File: config.mk
export PLATFORM = sky130hd
export DESIGN_NAME = friscv_inst_dispatcher
export DESIGN_NICKNAME = d
export VERILOG_FILES = /design/src/rtl/friscv_inst_dispatcher_pkg.sv /design/src/rtl/friscv_scfifo.sv /design/src/rtl/friscv_inst_dispatcher.sv
export SDC_FILE = /design/constraint.sdc
export NUM_CORES = 1
export LEC_CHECK = 0
export ABC_CLOCK_PERIOD_IN_PS = 7000
export BUFFER_PORTS_ARGS = -buffer_cell sky130_fd_sc_hd__clkbuf_2
export CAP_MARGIN = 20
export CORE_AREA = 2 2 196 198
export DETAILED_ROUTE_END_ITERATION = 7
export DIE_AREA = 0 0 198 200
export GPL_TIMING_DRIVEN = 0
export HOLD_SLACK_MARGIN = 0.03
export PLACE_DENSITY_LB_ADDON = 0.3
export SLEW_MARGIN = 15
export SYNTH_ARGS = -nofsm -noshare
export SYNTH_HDL_FRONTEND = slang
export SYNTH_SLANG_ARGS = --single-unit
File: constraint.sdc
create_clock -name aclk -period 7 [get_ports aclk]
set_input_delay 1.05 -clock aclk [delete_from_list [all_inputs] [get_ports aclk]]
set_output_delay 1.05 -clock aclk [all_outputs]
set_load 0.03 [all_outputs]
File: src/rtl/friscv_inst_dispatcher_pkg.sv
// rtl/friscv_inst_dispatcher_pkg.sv - shared types and constants for the instruction dispatcher
// Opcode helpers exist only when FRISCV_DISPATCH_BRSTOP_EN is defined.
package friscv_inst_dispatcher_pkg;

  typedef enum logic [1:0] {
    ST_BOOT,
    ST_FETCH,
    ST_STALL,
    ST_BRWAIT
  } state_t;

  localparam int INST_BYTES = 4;

`ifdef FRISCV_DISPATCH_BRSTOP_EN
  localparam logic [6:0] OPC_BRANCH = 7'b1100011;
  localparam logic [6:0] OPC_JAL    = 7'b1101111;
  localparam logic [6:0] OPC_JALR   = 7'b1100111;

  function automatic logic is_ctrl_flow(input logic [6:0] opc);
    return (opc == OPC_BRANCH) || (opc == OPC_JAL) || (opc == OPC_JALR);
  endfunction
`endif

endpackage

File: src/rtl/friscv_scfifo.sv
// rtl/friscv_scfifo.sv - single-clock FIFO with synchronous clear and occupancy count
// DEPTH must be a power of two so the pointers wrap naturally.
module friscv_scfifo #(
  parameter int WIDTH = 8,
  parameter int DEPTH = 8
) (
  input  logic                   clk,
  input  logic                   srst,
  input  logic                   clear,
  input  logic                   push,
  input  logic [WIDTH-1:0]       wdata,
  input  logic                   pop,
  output logic [WIDTH-1:0]       rdata,
  output logic [$clog2(DEPTH):0] count
);

  localparam int AW = $clog2(DEPTH);

  logic [WIDTH-1:0] mem_q [DEPTH];
  logic [AW-1:0]    wptr_q, wptr_d, rptr_q, rptr_d;
  logic [AW:0]      count_q, count_d;
  logic             do_pop;

  always_comb begin
    do_pop  = pop && (count_q != '0);
    wptr_d  = wptr_q;
    rptr_d  = rptr_q;
    count_d = count_q;
    if (clear) begin
      wptr_d  = '0;
      rptr_d  = '0;
      count_d = '0;
    end else begin
      if (push)   wptr_d = wptr_q + AW'(1);
      if (do_pop) rptr_d = rptr_q + AW'(1);
      count_d = count_q + (AW+1)'(push) - (AW+1)'(do_pop);
    end
  end

  always_ff @(posedge clk) begin
    if (srst) begin
      wptr_q  <= '0;
      rptr_q  <= '0;
      count_q <= '0;
    end else begin
      wptr_q  <= wptr_d;
      rptr_q  <= rptr_d;
      count_q <= count_d;
    end
  end

  always_ff @(posedge clk) begin
    if (!srst && !clear && push) mem_q[wptr_q] <= wdata;
  end

  // A push into a full queue is only legal when a pop frees the slot the same cycle
  assert property (@(posedge clk) disable iff (srst || clear)
    !(push && !do_pop && (count_q == (AW+1)'(DEPTH))));

  assign rdata = mem_q[rptr_q];
  assign count = count_q;

endmodule

File: src/rtl/friscv_inst_dispatcher.sv
// rtl/friscv_inst_dispatcher.sv - credit-based instruction fetch and dispatch front-end
// FRISCV_DISPATCH_BRSTOP_EN stops fetching after a pushed branch/jump until a flush.
module friscv_inst_dispatcher
  import friscv_inst_dispatcher_pkg::*;
#(
  parameter int               ADDRW           = 16,
  parameter int               XLEN            = 32,
  parameter logic [ADDRW-1:0] BOOT_ADDR       = '0,
  parameter int               FIFO_DEPTH      = 8,
  parameter int               MAX_OUTSTANDING = 4
) (
  input  logic             aclk,
  input  logic             srst,
  output logic             inst_en,
  output logic [ADDRW-1:0] inst_addr,
  input  logic             inst_ready,
  input  logic [XLEN-1:0]  inst_rdata,
  output logic             dis_valid,
  input  logic             dis_ready,
  output logic [XLEN-1:0]  dis_inst,
  output logic [ADDRW-1:0] dis_pc,
  input  logic             flush,
  input  logic [ADDRW-1:0] flush_addr
);

  localparam int CW = $clog2(FIFO_DEPTH) + 1;
  localparam int OW = $clog2(MAX_OUTSTANDING + 1);

  state_t                 state_q, state_d;
  logic                   inst_en_q, inst_en_d;
  logic [ADDRW-1:0]       inst_addr_q, inst_addr_d;
  logic [ADDRW-1:0]       pc_q, pc_d, resp_pc_q, resp_pc_d, base_pc;
  logic [OW-1:0]          outst_q, outst_d, drop_q, drop_d;
  logic [CW-1:0]          count, count_nxt;
  logic [ADDRW+XLEN-1:0]  fifo_rdata;
  logic                   push, pop, can_issue, br_stop;

  always_comb begin
    pop       = dis_valid && dis_ready;
    push      = inst_ready && (drop_q == '0) && !flush;
    // In-flight count after this cycle, including the request on the bus now
    outst_d   = outst_q + OW'(inst_en_q) - OW'(inst_ready);
    count_nxt = flush ? '0 : count + CW'(push) - CW'(pop);
    can_issue = (int'(outst_d) + int'(count_nxt) < FIFO_DEPTH) &&
                (int'(outst_d) < MAX_OUTSTANDING);
`ifdef FRISCV_DISPATCH_BRSTOP_EN
    br_stop   = push && is_ctrl_flow(inst_rdata[6:0]);
`else
    br_stop   = 1'b0;
`endif

    state_d = state_q;
    if (flush)                                 state_d = can_issue ? ST_FETCH : ST_STALL;
    else if (state_q == ST_BRWAIT || br_stop)  state_d = ST_BRWAIT;
    else                                       state_d = can_issue ? ST_FETCH : ST_STALL;
    inst_en_d = (state_d == ST_FETCH);

    base_pc     = flush ? flush_addr : pc_q;
    pc_d        = inst_en_d ? base_pc + ADDRW'(INST_BYTES) : base_pc;
    inst_addr_d = inst_en_d ? base_pc : inst_addr_q;

    // Responses return in order, so the tag of the next kept word is a running counter
    resp_pc_d = resp_pc_q;
    if (flush)     resp_pc_d = flush_addr;
    else if (push) resp_pc_d = resp_pc_q + ADDRW'(INST_BYTES);

    drop_d = drop_q;
    if (flush)                            drop_d = outst_d;
    else if (inst_ready && drop_q != '0)  drop_d = drop_q - OW'(1);
  end

  always_ff @(posedge aclk) begin
    if (srst) begin
      state_q     <= ST_BOOT;
      inst_en_q   <= 1'b0;
      inst_addr_q <= BOOT_ADDR;
      pc_q        <= BOOT_ADDR;
      resp_pc_q   <= BOOT_ADDR;
      outst_q     <= '0;
      drop_q      <= '0;
    end else begin
      state_q     <= state_d;
      inst_en_q   <= inst_en_d;
      inst_addr_q <= inst_addr_d;
      pc_q        <= pc_d;
      resp_pc_q   <= resp_pc_d;
      outst_q     <= outst_d;
      drop_q      <= drop_d;
    end
  end

  friscv_scfifo #(
    .WIDTH (ADDRW + XLEN),
    .DEPTH (FIFO_DEPTH)
  ) u_inst_fifo (
    .clk   (aclk),
    .srst  (srst),
    .clear (flush),
    .push  (push),
    .wdata ({resp_pc_q, inst_rdata}),
    .pop   (pop),
    .rdata (fifo_rdata),
    .count (count)
  );

  assign inst_en           = inst_en_q;
  assign inst_addr         = inst_addr_q;
  assign dis_valid         = (count != '0);
  assign {dis_pc, dis_inst} = dis_valid ? fifo_rdata : '0;

endmodule

==> results of run 1 <==
final cells by class:
class | count | area, sq um | share of cell area [%]
Clock inverter | 25 | 373 | 1.75
Timing Repair Buffer | 143 | 980 | 4.60
Buffer | 57 | 249 | 1.17
Sequential cell | 454 | 12900 | 60.7
Clock buffer | 58 | 1180 | 5.56
Inverter | 14 | 52.6 | 0.247
Tap cell | 511 | 639 | 3.00
Multi-Input combinational cell | 496 | 4890 | 23.0
report_power, final:
group	internal [mW]	switching (mW)	leakage [nW]
Sequential	3.04	0.0582	4.05
Combinational	0.371	0.670	2.28
Clock	1.54	0.992	0.757
metrics by stage:
stage | std cells | hold slack [ns] | cell area (sq um) | TNS, ns | setup slack (ns)
after global routing | 1758 | 0.511 | 21300 | 0 | 2.43
after detailed placement | 1675 | 0.475 | 19700 | 0 | 2.61
after CTS | 1758 | 0.488 | 21300 | 0 | 2.57
final | 1758 | 0.485 | 21300 | 0 | 2.62
after global placement | 1649 | 0.477 | 19300 | -218.16 | -2.37
after floorplan | 1021 | 0.451 | 18100 | 0 | 1.48
state kept, by name, summed over array words and instances (netlist names), 3 cells and up, named ones only:
name	cells
inst_addr	16
resp_pc_q	16
u_inst_fifo.count	4
drop_q	3
u_inst_fifo.wptr_q	3
u_inst_fifo.mem_q	384
u_inst_fifo.rptr_q	3
pc_q	16
outst_q	3
worst paths after layout:
path | start | to | cells after the start
worst max-delay path | u_inst_fifo.count[1] | dis_pc[6] | 5
worst min-delay path | pc_q[0] | pc_q[0] | 2
worst min register to register | pc_q[0] | pc_q[0] | 2
worst max register to register | u_inst_fifo.count[1] | pc_q[12] | 12
critical path, delay by kind of cell (launching register included):
kind	cells	cell delay, ns
AND/OR/NAND/NOR	2	1.02
buffers and inverters	3	1.40
flip-flops	1	0.33
metal layers:
metal  track usage [%]  vias up  part of all wire, %
met1              27.8     5040                   43
li1                  -     4422                    -
met2              33.3      317                   49
met4              6.35        0                  2.1
met5                 0        -                    0
met3              3.33       54                  5.9
layout by cell type, fill, tap and decap left out, drive strengths merged, types with 13 or more instances in the layout:
cell    count
edfxtp    384
clkbuf    205
mux4       96
nor2       82
dfxtp      70
mux2i      60
buf        53
nand2      37
a21oi      36
nor3       34
inv        17
ha         16
xnor2      13
nand3      13
clkinv     13
cell families after synthesis:
kind of cell	synth area share, %
flops	71.6
fa+ha+maj	1.22
compound gates	2.16
simple gates	5.97
xor+xnor	1.34
buf+inv	1.67
mux	16.0
==> flow_summary.yaml, run 1 <==
power:
  ir_drop_uv: 284
  power_mw: 6.67
  powerDensity_mw_per_mm2: 313
  p_leak_nw: 7.09
route:
  post-route-drc-count: 0
  drtAntennaViolNets: 0
  vias: 9833
  wirelength_mm: 38.4
  dr.pass1.iters: 4
  drt-vias-per-instance: 5.59
  wire_per_inst_um: 21.9
  drtIter0Drc: 645
cts:
  post_cts_resized: 0
  clock_latency_ns: 0.57
  ctsHoldBuffers: 0
  cts_root_buf: "clkbuf_16"
  postCtsSetupRepairBufs: 0
  cts_max_level: 2
  cts_made_buffers: 45
  cts.sinks: 454
  cts_buffer_depth: 3
  clk_pin_slew_ns: 0.06
  cts_tree: "done"
synthesis:
  synth_area_leader_cell: "edfxtp_1"
  syn-cell-area_sq_mm: 0.0181
  ys.flop_type: "edfxtp_1"
  yosysUniqueCellTypes: 53
  synth_edf_count: 384
  ys_warn_count: 0
  yosysMostFrequentCell: "edfxtp_1"
  syn-instance-count: 1021
  synth_seq_area_share_pct: 71.6
  avgSynthCellArea_sq_um: 17.7
  syn_nets: 1091
  synth.top_cells.by_area: "edfxtp_1, mux4_2, dfxtp_1"
  synth_commonest_cells: "edfxtp_1, mux4_2, nor2_1"
  async_flop_share_pct: 0
  synth_top_area_share_pct: 63.8
  ys_ff_latch: 454
layout:
  area_delta_synth_final_pct: 17.9
  final_util_pct: 57.0
  drive_gt1_share_pct: 28.1
  nFillCells: 2833
  nets: 1281
  antenna_cells: 0
die:
  num_io_pins: 119
  die_x_um: 198
  dieArea_sq_mm: 0.0396
  start_util_pct: 48.3
  num_rows: 71
  core_sq_mm: 0.0374
  fp.dieH_um: 200
critical_path:
  slowest_stage: "nor4_2"
  crit_type: "reg2out"
  path_max_fanout: 10
  critPathLaunchType: "register"
  slowest_delay_ns: 0.80
  cp_common_cell: "clkbuf_1"
  crit_required_ns: 5.95
  critPathCaptureType: "primary output"
  reg2reg_setup_slack_ns: 3.30
  crit_arrival_ns: 3.33
  cp_cell_sequence: "nor4_2 > clkbuf_1 > clkbuf_1 > nor2_1 > clkbuf_2"
global_route:
  grt_pass1_wl_mm: 59.2
  antenna_found_initial: 0
  grt_usage_pct: 20.2
  grt_max_degree: 21
  grt_overflow: 0
  grt_pass1_vias: 10100
worst_hold_path:
  hold_path_class: "reg2reg"
timing:
  rsz0062_at_grt: "false"
  tightestPinTransition_ns: 1.07
  finalHoldViolations: 0
  min_period_ns: 4.38
  max_clock_freq_ghz: 0.229
  period_share_pct: 62.5
  final_max_slew_viol_count: 0
  slew_headroom_pct: 28.4
  skew_ns: 0.0164
  finalSetupViolCount: 0
place:
  hpwl_mm: 24.9
  numPortBuffers: 117
  place_congestion: 0.858
run:
  cap_viol_max_count: 0
outcome:
  status: "completed"
(Power assumes the default switching activity.)
==> run 2, diff against run 1 <==
--- a/config.mk
+++ b/config.mk
@@ -5,12 +5,13 @@
 export SDC_FILE = /design/constraint.sdc
 export NUM_CORES = 1
 export LEC_CHECK = 0
-export ABC_CLOCK_PERIOD_IN_PS = 7000
+export ABC_AREA = 1
+export ABC_CLOCK_PERIOD_IN_PS = 3700
 export BUFFER_PORTS_ARGS = -buffer_cell sky130_fd_sc_hd__clkbuf_2
 export CAP_MARGIN = 20
-export CORE_AREA = 2 2 196 198
+export CORE_AREA = 2 2 199 201
 export DETAILED_ROUTE_END_ITERATION = 7
-export DIE_AREA = 0 0 198 200
+export DIE_AREA = 0 0 201 203
 export GPL_TIMING_DRIVEN = 0
 export HOLD_SLACK_MARGIN = 0.03
 export PLACE_DENSITY_LB_ADDON = 0.3
==> constraint.sdc (replaced) <==
create_clock -name aclk -period 3.7 [get_ports aclk]
set_input_delay 0.555 -clock aclk [delete_from_list [all_inputs] [get_ports aclk]]
set_output_delay 0.555 -clock aclk [all_outputs]
set_load 0.03 [all_outputs]
==> run 2 against run 1 <==
Against the previous run: hold slack got worse by 0.22 ns; first-iteration DRC count is 79% higher; register-to-register slack lost 3.0 ns; sequential share of layout area decreased by 1.4 points; synthesized cell count up 59%; largest cell class unchanged.
==> flow_summary.yaml, run 2 <==
timing:
  final_max_slew_viol_count: 0
  finalSetupViolCount: 0
  slew_headroom_pct: 42.5
  finalHoldViolations: 0
  min_period_ns: 3.50
  finalSetupTns_ns: 0
  tightestPinTransition_ns: 0.860
  period_share_pct: 94.5
  rsz0062_at_grt: "false"
  skew_ns: 0.0150
  max_clock_freq_ghz: 0.286
critical_path:
  reg2reg_setup_slack_ns: 0.31
  crit_arrival_ns: 2.94
  critPathLaunchType: "register"
  critPathCaptureType: "primary output"
  crit_type: "reg2out"
  path_max_fanout: 10
  crit_required_ns: 3.14
layout:
  final_common_cell: "nor2_1"
  nets: 1880
  layoutNonFillerInstCount: 2363
  largest_reg_flops: 384
  area_delta_synth_final_pct: 16.9
  layout_common_cells: "nor2_1, edfxtp_1, nand2_1"
  antenna_cells: 0
  drive_gt1_share_pct: 16.2
  top_register: "u_inst_fifo.mem_q"
synthesis:
  synth_area_leader_cell: "edfxtp_1"
  ys.flop_type: "edfxtp_1"
  avgSynthCellArea_sq_um: 11.5
  yosysUniqueCellTypes: 38
  synth_seq_area_share_pct: 69.3
  yosysMostFrequentCell: "nor2_1"
  synth.top_cells.by_area: "edfxtp_1, nor2_1, dfxtp_1"
  synth_edf_count: 384
  ys_warn_count: 0
  synth_commonest_cells: "nor2_1, edfxtp_1, nand2_1"
  syn-instance-count: 1627
  async_flop_share_pct: 0
  syn-cell-area_sq_mm: 0.0187
  synth_top_area_share_pct: 61.8
  syn_nets: 1697
  ys_ff_latch: 454
route:
  wire_per_inst_um: 19.5
  wirelength_mm: 46.0
  drtIter0Drc: 1152
  drtAntennaViolNets: 0
  post-route-drc-count: 0
  dr.pass1.iters: 5
  vias: 13000
  drt-vias-per-instance: 5.52
cts:
  cts_tree: "done"
  clk_pin_slew_ns: 0.06
  cts_max_level: 2
  cts_root_buf: "clkbuf_16"
  cts.sinks: 454
  ctsHoldBuffers: 0
  cts_made_buffers: 46
  cts_buffer_depth: 3
  clock_latency_ns: 0.57
global_route:
  grt_pass1_wl_mm: 71.4
  grt_usage_pct: 22.6
  grt_pass1_vias: 12900
  grt_max_degree: 26
  grt_overflow: 0
  antenna_found_initial: 0
power:
  powerDensity_mw_per_mm2: 564
  ir_drop_uv: 458
  power_mw: 12.3
  p_leak_nw: 7.84
place:
  numPortBuffers: 116
  hpwl_mm: 30.4
  place_congestion: 0.832
  dp_cells: 2279
outcome:
  status: "completed"
die:
  dieArea_sq_mm: 0.0408
  fp.dieH_um: 203
  core_sq_mm: 0.0385
  num_io_pins: 119
  num_rows: 72
  die_x_um: 201
  start_util_pct: 48.5
worst_hold_path:
  hold_path_class: "in2reg"
run:
  cap_viol_max_count: 0
==> run 2: cell count changes after synthesis, sizes merged, moves of 45 or more <==
cell,previous run,this run
inv,14,59
nand2,37,209
mux4,96,0
nor2,82,431
o32ai,0,96
mux2i,60,0
o21ai,7,168
==> run 2: worst paths after layout <==
kind	start	end	cells past startpoint
setup reg to reg	drop_q[0]	inst_addr[7]	19
setup / recovery	u_inst_fifo.count[2]	dis_pc[10]	7
hold / removal	inst_rdata[1]	u_inst_fifo.mem_q[7][1]	1
hold reg to reg	inst_addr[4]	inst_addr[4]	2
==> run 2: kinds of logic after synthesis <==
family	count (synthesis)	share of synthesized area [%]
adder cells (fa/ha/maj)	17	1.18
AO/OA/AOI/OAI	308	10.3
AND/OR/NAND/NOR	687	15.1
XOR/XNOR	10	0.469
buffers and inverters	151	3.71
flip-flops	454	69.3
==> run 2: per-stage QoR <==
| step | setup slack, ns | hold slack [ns] | area (sq um) | util, % |
|---|---|---|---|---|
| 4_1_cts | 0.114 | 0.239 | 21800 | 56.7 |
| 2_1_floorplan | -0.130 | 0.433 | 18700 | - |
| 6_report | 0.203 | 0.265 | 21800 | 56.7 |
| 3_3_place_gp | -2.17 | 0.434 | 19900 | 51.7 |
| 5_1_grt | 0.00158 | 0.255 | 21800 | 56.7 |
| 3_5_place_dp | -0.161 | 0.435 | 20400 | 52.9 |
==> run 2: final cells by class <==
type,instances,area (sq um)
Buffer,92,460
Clock buffer,62,1280
Clock inverter,21,154
Fill cell,3163,16700
Inverter,59,231
Multi-Input combinational cell,1022,5110
Sequential cell,454,12900
Tap cell,518,648
Timing Repair Buffer,135,988
==> run 2: worst max-delay path: stages, from the launching register on <==
cell and delay, ns:
dfxtp_1 0.42, inv_2 0.07, nand3_1 0.35, clkbuf_1 0.43, buf_2 0.36, o21ai_1 0.14, nor2_1 0.32, clkbuf_2 0.28
==> run 2: per-layer routing <==
| layer | global-route usage, % | up-vias | routed length (um) |
|---|---|---|---|
| met4 | 8.04 | 0 | 1330 |
| li1 | - | 6137 | - |
| met2 | 37.9 | 528 | 22100 |
| met1 | 30.0 | 6291 | 19300 |
| met3 | 3.72 | 82 | 3310 |
| met5 | 0 | - | 0 |
==> run 2: where the power goes <==
group / leakage, nW / internal (mW) / total (mW) / switching [mW]
combinational: 3.08 / 0.593 / 1.94 / 1.35
clock: 0.706 / 2.56 / 4.44 / 1.87
sequential: 4.05 / 5.80 / 5.93 / 0.134
==> run 2: what timing repair did <==
item	in CTS	in global routing
setup buffers	1	0
pin swaps	1	0
endpoints found under the setup margin	17	21
gates resized for setup	0	1
==> run 3, diff against run 2 <==
--- a/config.mk
+++ b/config.mk
@@ -9,9 +9,9 @@
 export ABC_CLOCK_PERIOD_IN_PS = 3700
 export BUFFER_PORTS_ARGS = -buffer_cell sky130_fd_sc_hd__clkbuf_2
 export CAP_MARGIN = 20
-export CORE_AREA = 2 2 199 201
+export CORE_AREA = 3 3 221 223
 export DETAILED_ROUTE_END_ITERATION = 7
-export DIE_AREA = 0 0 201 203
+export DIE_AREA = 0 0 224 226
 export GPL_TIMING_DRIVEN = 0
 export HOLD_SLACK_MARGIN = 0.03
 export PLACE_DENSITY_LB_ADDON = 0.3
==> run 3 against run 2 <==
Against the previous run: setup slack better by 0.092 ns; register-to-register slack about the same; sequential power about the same; sequential share of layout area down 0.58 points; clock-buffer cell count up 2; utilization down 9.6 points; maximum frequency up 2.7%; critical path depth unchanged; combinational power about the same; global-route usage down 3.5 points.
==> flow_summary.yaml, run 3 (synthesis results as in run 2) <==
layout:
  top_register: "u_inst_fifo.mem_q"
  antenna_cells: 0
  area_delta_synth_final_pct: 18.0
  nFillCells: 4164
  largest_reg_flops: 384
  final_common_cell: "nor2_1"
  layout_common_cells: "nor2_1, edfxtp_1, nand2_1"
  layoutNonFillerInstCount: 2457
  nets: 1884
  drive_gt1_share_pct: 16.7
timing:
  holdWs_ns: 0.262
  tightestPinTransition_ns: 0.754
  final_max_slew_viol_count: 0
  min_period_ns: 3.41
  finalSetupTns_ns: 0
  finalSetupViolCount: 0
  finalHoldViolations: 0
  rsz0062_at_grt: "false"
  skew_ns: 0.0185
  max_clock_freq_ghz: 0.294
  period_share_pct: 92.0
  slew_headroom_pct: 49.7
critical_path:
  crit_arrival_ns: 2.85
  crit_required_ns: 3.14
  cp_cell_sequence: "buf_2 > clkbuf_1 > o21ai_0 > o32ai_1 > o21ai_0 > nor2_1 > clkbuf_2"
  critPathLaunchType: "register"
  cp_common_cell: "o21ai_0"
  path_max_fanout: 10
  slowest_delay_ns: 0.52
  crit_type: "reg2out"
  slowest_stage: "clkbuf_1"
  critPathCaptureType: "primary output"
place:
  dp_cells: 2370
  numPortBuffers: 116
  hpwl_mm: 32.4
  place_congestion: 0.848
route:
  wire_per_inst_um: 19.7
  vias: 13000
  post-route-drc-count: 0
  drt-vias-per-instance: 5.31
  drtIter0Drc: 995
  drtAntennaViolNets: 0
  dr.pass1.iters: 6
  wirelength_mm: 48.4
global_route:
  grt_pass1_wl_mm: 75.0
  grt_pass1_vias: 13300
  antenna_found_initial: 1
  grt_overflow: 0
  grt_usage_pct: 19.1
  grt_max_degree: 23
cts:
  clock_latency_ns: 0.58
  cts.sinks: 454
  clk_pin_slew_ns: 0.06
  cts_root_buf: "clkbuf_16"
  cts_made_buffers: 48
  ctsHoldBuffers: 0
  cts_tree: "done"
  cts_max_level: 2
  cts_buffer_depth: 3
run:
  cap_viol_max_count: 0
die:
  core_sq_mm: 0.0468
  fp.dieH_um: 226
  dieArea_sq_mm: 0.0506
  die_x_um: 224
  start_util_pct: 39.9
  num_rows: 79
  num_io_pins: 119
worst_hold_path:
  hold_path_class: "in2reg"
power:
  powerDensity_mw_per_mm2: 567
  ir_drop_uv: 426
  p_leak_nw: 7.90
outcome:
  status: "completed"
[run 3: changes by cell type in the layout (fill, tap and decap cells not counted), moves of 2 or more]
cell / delta
buf_12: -2
buf_8: +3
clkinv_2: +2
clkinv_1: -4
[run 3: final timing paths]
kind | start | endpoint | slack, ns | cells after the start
worst max-delay path | register | dis_inst[0] | 0.29 | 7
worst min-delay path | inst_rdata[4] | u_inst_fifo.mem_q[5][4] | 0.26 | 1
worst max register to register | drop_q[0] | inst_addr[13] | 0.31 | 18
worst min register to register | inst_addr[4] | inst_addr[4] | 0.44 | 2
[run 3: area by class of cell]
cell class              count  area [sq um]  area share, %
plain buffers              92           462           2.10
clock buffers              64          1320           6.00
clock inverters            22           185          0.841
inverters                  59           231           1.05
multi-input cells        1022          5110           23.2
flip-flops and latches    454         12900           58.7
well taps                 607           759           3.45
repair buffers            137          1020           4.64
[run 3: layer usage]
layer	vias to the layer above	part of all wire (%)	GRT usage [%]
met5	-	0.023	0
met4	2	2.3	5.63
met3	80	7.9	4.04
met2	457	47	31.7
met1	6343	43	25.5
li1	6154	-	-
[run 3: metrics by stage]
step	total power [mW]	utilization (%)	cell area (sq um)	worst slack (ns)
6_report	12.5	47.1	22000	0.295
2_1_floorplan	7.35	-	18700	-0.130
5_1_grt	13.0	47.1	22000	0.0144
3_5_place_dp	7.99	43.9	20500	-0.172
4_1_cts	12.6	47.1	22000	0.0880
3_3_place_gp	7.94	42.8	20000	-2.43
[run 3: what timing repair did]
| item | 4_1_cts | 5_1_grt |
|---|---|---|
| pin swaps | 1 | 1 |
| gates cloned | 0 | 0 |
| setup buffers | 1 | 0 |
| setup endpoints to repair | 13 | 28 |
| gates resized for setup | 0 | 3 |
[run 3: critical path: cells and delay by family, from the launching register on]
kind,cells,cell delay [ns]
and+or+nand+nor,1,0.27
DFF,1,0.40
AOI/OAI and AO/OA,3,0.48
buffers and inverters,3,1.12
[run 3: power by group]
group / switching (mW) / internal, mW
registers: 0.139 / 5.80
clock network: 1.96 / 2.65
logic: 1.35 / 0.596
total: 3.45 / 9.05
